File: src/rtl/bsg_xor_descrambler.sv
// bsg_xor_descrambler: additive descrambler, Galois LFSR keystream.
// Optional bypass_i port under BSG_XOR_DESCRAMBLER_BYPASS_EN.
module bsg_xor_descrambler #(
  parameter int unsigned        width_p = 16,
  parameter logic [width_p-1:0] taps_p  = 16'hB400,
  parameter logic [width_p-1:0] seed_p  = 16'hACE1
) (
  input  logic               clk_i,
  input  logic               reset_i,
  input  logic               v_i,
  input  logic [width_p-1:0] data_i,
  output logic               ready_o,
  input  logic               sync_i,
  input  logic [width_p-1:0] seed_i,
`ifdef BSG_XOR_DESCRAMBLER_BYPASS_EN
  input  logic               bypass_i,
`endif
  output logic               v_o,
  output logic [width_p-1:0] data_o,
  input  logic               yumi_i
);

  logic [width_p-1:0] lfsr_q, lfsr_d;
  logic [width_p-1:0] data_q, data_d;
  logic               v_q, v_d;
  logic [width_p-1:0] seed_eff;
  logic [width_p-1:0] ks;
  logic [width_p-1:0] ks_next;
  logic               accept;

  assign ready_o = ~v_q | yumi_i;
  assign accept  = v_i & ready_o;
  assign v_o     = v_q;
  assign data_o  = data_q;

  // Keystream select: a zero seed would lock the LFSR, so swap in seed_p.
  always_comb begin
    seed_eff = (seed_i != '0) ? seed_i : seed_p;
    ks       = sync_i ? seed_eff : lfsr_q;
    ks_next  = ks >> 1;
    if (ks[0])
      ks_next = (ks >> 1) ^ taps_p;
  end

  // Next state of output stage and LFSR; nothing advances without accept.
  always_comb begin
    lfsr_d = lfsr_q;
    data_d = data_q;
    v_d    = v_q;
    if (accept) begin
      v_d = 1'b1;
`ifdef BSG_XOR_DESCRAMBLER_BYPASS_EN
      if (bypass_i) begin
        data_d = data_i;
        if (sync_i)
          lfsr_d = seed_eff;
      end else begin
        data_d = data_i ^ ks;
        lfsr_d = ks_next;
      end
`else
      data_d = data_i ^ ks;
      lfsr_d = ks_next;
`endif
    end else if (yumi_i) begin
      v_d = 1'b0;
    end
  end

  // State registers with asynchronous reset.
  always_ff @(posedge clk_i or posedge reset_i) begin
    if (reset_i) begin
      lfsr_q <= seed_p;
      data_q <= '0;
      v_q    <= 1'b0;
    end else begin
      lfsr_q <= lfsr_d;
      data_q <= data_d;
      v_q    <= v_d;
    end
  end

endmodule

File: config.mk
export PLATFORM = sky130hd
export DESIGN_NAME = bsg_xor_descrambler
export DESIGN_NICKNAME = d
export VERILOG_FILES = /design/src/rtl/bsg_xor_descrambler.sv
export SDC_FILE = /design/constraint.sdc
export NUM_CORES = 1
export LEC_CHECK = 0
export ABC_AREA = 0
export BUFFER_PORTS_ARGS = -buffer_cell sky130_fd_sc_hd__buf_4
export CORE_MARGIN = 4
export CORE_UTILIZATION = 32
export DETAILED_ROUTE_END_ITERATION = 7
export SLEW_MARGIN = 15
export SYNTH_ARGS = -nofsm -noshare
export SYNTH_HDL_FRONTEND = slang
export SYNTH_SLANG_ARGS = --single-unit
File: constraint.sdc
create_clock -name clk_i -period 1.5 [get_ports clk_i]
set_clock_uncertainty 0.05 [all_clocks]
set_input_delay 0.3 -clock clk_i [delete_from_list [all_inputs] [get_ports clk_i]]
set_output_delay 0.3 -clock clk_i [all_outputs]
set_load 0.05 [all_outputs]
==> results.sh <==
export IMPL_drv_cap=0
export IMPL_cp_required_ps=1660
export IMPL_synth_cell_types=21
export IMPL_grt_pass1_wl_um=6720
export IMPL_synthCells=161
export IMPL_grt_total_usage_pct=14.1
export IMPL_antenna_found_initial=0
export IMPL_synthTopCellsByArea="dfrtp_1, dfstp_2, xor2_1"
export IMPL_r2r_start="lfsr_q[0]"
export IMPL_detailed_place_hpwl_um=3050
export IMPL_dp_cells=289
export IMPL_status="complete, but fails checks"
export IMPL_setup_violations=15
export IMPL_ys_ff_latch=33
export IMPL_synth_area_mm2=0.00160
export IMPL_clk_latency_ps=280
export IMPL_fin_cells=301
export IMPL_firstDrtPassIters=4
export IMPL_syn_nets=198
export IMPL_drc=0
export IMPL_vias=1381
export IMPL_layout_setup_ws_ps=-240
export IMPL_fp_dieH_um=78.8
export IMPL_worst_hold_slack_ps=170
export IMPL_synth_most_common_cell="nand2_1"
export IMPL_rows=25
export IMPL_first_iter_violations=51
export IMPL_period_needed_ps=1740
export IMPL_antenna_cells=0
export IMPL_cts_root_buf="clkbuf_8"
export IMPL_htree_levels=2
export IMPL_hold_path_class="primary input to register"
export IMPL_wl_per_cell_um=13.5
export IMPL_clockBufferDepth=2
export IMPL_grt_ovfl_total=0
export IMPL_synth_edf_count=0
export IMPL_fmax_ghz=0.575
export IMPL_grt_setup_unrepaired="yes"
export IMPL_power_w=0.00313
export IMPL_reg2reg_slack_ps=150
export IMPL_slew_limit_headroom_pct=81.0
export IMPL_areaGrowthSynthToFinish_pct=52.1
export IMPL_post_route_cells_drive_above_1_share_pct=44.9
export IMPL_synth_main_ff_cell="dfrtp_1"
export IMPL_finish_utilization_pct=50.9
export IMPL_yosysTopAreaCell="dfrtp_1"
export IMPL_grt_max_degree=40
export IMPL_seq_area_frac_synth_pct=52.1
export IMPL_gp_congestion=0.798
export IMPL_coreArea_mm2=0.00479
export IMPL_cp_data_arrival_time_ps=1900
export IMPL_wirelength_um=4070
export IMPL_cp_max_fo=4
export IMPL_power_density_mw_per_mm2=1280
export IMPL_path_class="primary input to register"
export IMPL_slew_violations=0
export IMPL_initial_core_util_pct=33.5
export IMPL_yosysTopAreaCellShare_pct=39.0
export IMPL_pin_count=55
export IMPL_p_leak_nw=1.15
export IMPL_viasPerCell=4.59
export IMPL_cts_tree="yes"
export IMPL_io_buffers=54
export IMPL_numCtsBuffers=5
export IMPL_synth_async_reset_ratio_pct=100
export IMPL_crit_path_start="seed_i[9]"
export IMPL_fp_dieW_um=78.8
export IMPL_violations="negative setup slack"
export IMPL_fin_crit_sh_pct=116
export IMPL_critPathLaunchType="primary input"
export IMPL_dieArea_mm2=0.00620
export IMPL_synth_commonest_cells="nand2_1, dfrtp_1, o21ai_0"
export IMPL_finalNetCount=270
export IMPL_min_delay_start="v_i"
export IMPL_ir_drop_uv=604
export IMPL_antenna_left=0
export IMPL_yosys_warnings=0
export IMPL_grt_pass1_vias=1341
export IMPL_dp_slack_ps=-575
export IMPL_cts_sinks=33
export IMPL_clkTransAtPathRegs_ps=60
export IMPL_hold_viol=0
export IMPL_critPathCaptureType="register"
export IMPL_tightest_slew_ps=278
export IMPL_syn_area_per_cell_um2=9.96
==> kinds of logic after synthesis <==
family	synth area share (%)
XOR/XNOR	11.5
AND/OR/NAND/NOR	12.1
buffers and inverters	2.58
multiplexers	5.70
AO/OA/AOI/OAI	16.0
flip-flops	52.1
==> worst paths after layout <==
check                              to  cells past startpoint
hold / removal                    v_o                      2
setup / recovery            data_o[7]                      7
min in group asynchronous  data_o[13]                      4
setup reg to reg           lfsr_q[13]                      4
hold reg to reg             data_o[3]                      2
max in group asynchronous   lfsr_q[6]                      4
==> final cells by class <==
type	count	area [um^2]
well taps	67	83.8
clock buffers	7	86.3
flip-flops and latches	33	837
fillers	450	2350
repair buffers	75	597
clock inverters	1	30.0
multi-input cells	117	800
inverters	1	3.75
==> critical path, cell delays in order <==
cell and delay (ps):
buf_6 90, or4_4 550, o41ai_4 380, buf_4 210
o22ai_2 100, xor2_1 150, o21ai_1 110
==> what timing repair did <==
| item | in CTS | in global routing |
|---|---|---|
| buffers inserted | 1 | 2 |
| hold endpoints to repair | 8 | 0 |
| cloned | 0 | 0 |
| endpoints found under the setup margin | 15 | 15 |
| pin swaps | 2 | 5 |
| hold buffers | 1 | 0 |
| gates resized for setup | 14 | 4 |
==> cell usage in the layout (no fill, tap or decap), types with 2 or more instances in the layout <==
cell      instances
o22ai_1           2
nand2_1          31
o21ai_2           2
dfstp_2           8
xnor2_1           3
xor2_1           18
o22ai_2           4
or4_4             3
clkbuf_8          6
mux2i_1           8
nor2_1            3
buf_6             5
o21ai_0          18
dfrtp_1          24
buf_4            68
o22ai_4           2
o21ai_1          12
a21oi_1           2
==> layer usage <==
layer	up-vias	GRT usage (%)	part of all wire [%]
met5	-	0	0
li1	697	-	-
met1	643	18.8	45
met3	8	5.10	5.9
met4	0	4.90	1.7
met2	33	21.2	47
==> per-stage QoR <==
stage / TNS, ps / area (um^2)
after floorplan: -5230 / 1620
after global placement: -7120 / 2210
after detailed placement: -7680 / 2210
after CTS: -2560 / 2400
after global routing: -3230 / 2440
final: -2800 / 2440
==> flip-flops by register name, indices dropped and copies added (netlist names) <==
register  flops
data_o       16
lfsr_q       16
v_o           1
==> power by group <==
part           internal (W)  total, W  switching [W]
sequential          0.00110   0.00121       0.000116
clock              0.000542  0.000870       0.000329
combinational      0.000411   0.00104       0.000632
total               0.00205   0.00313        0.00108
No activity file was read; power rests on OpenSTA's default activity.
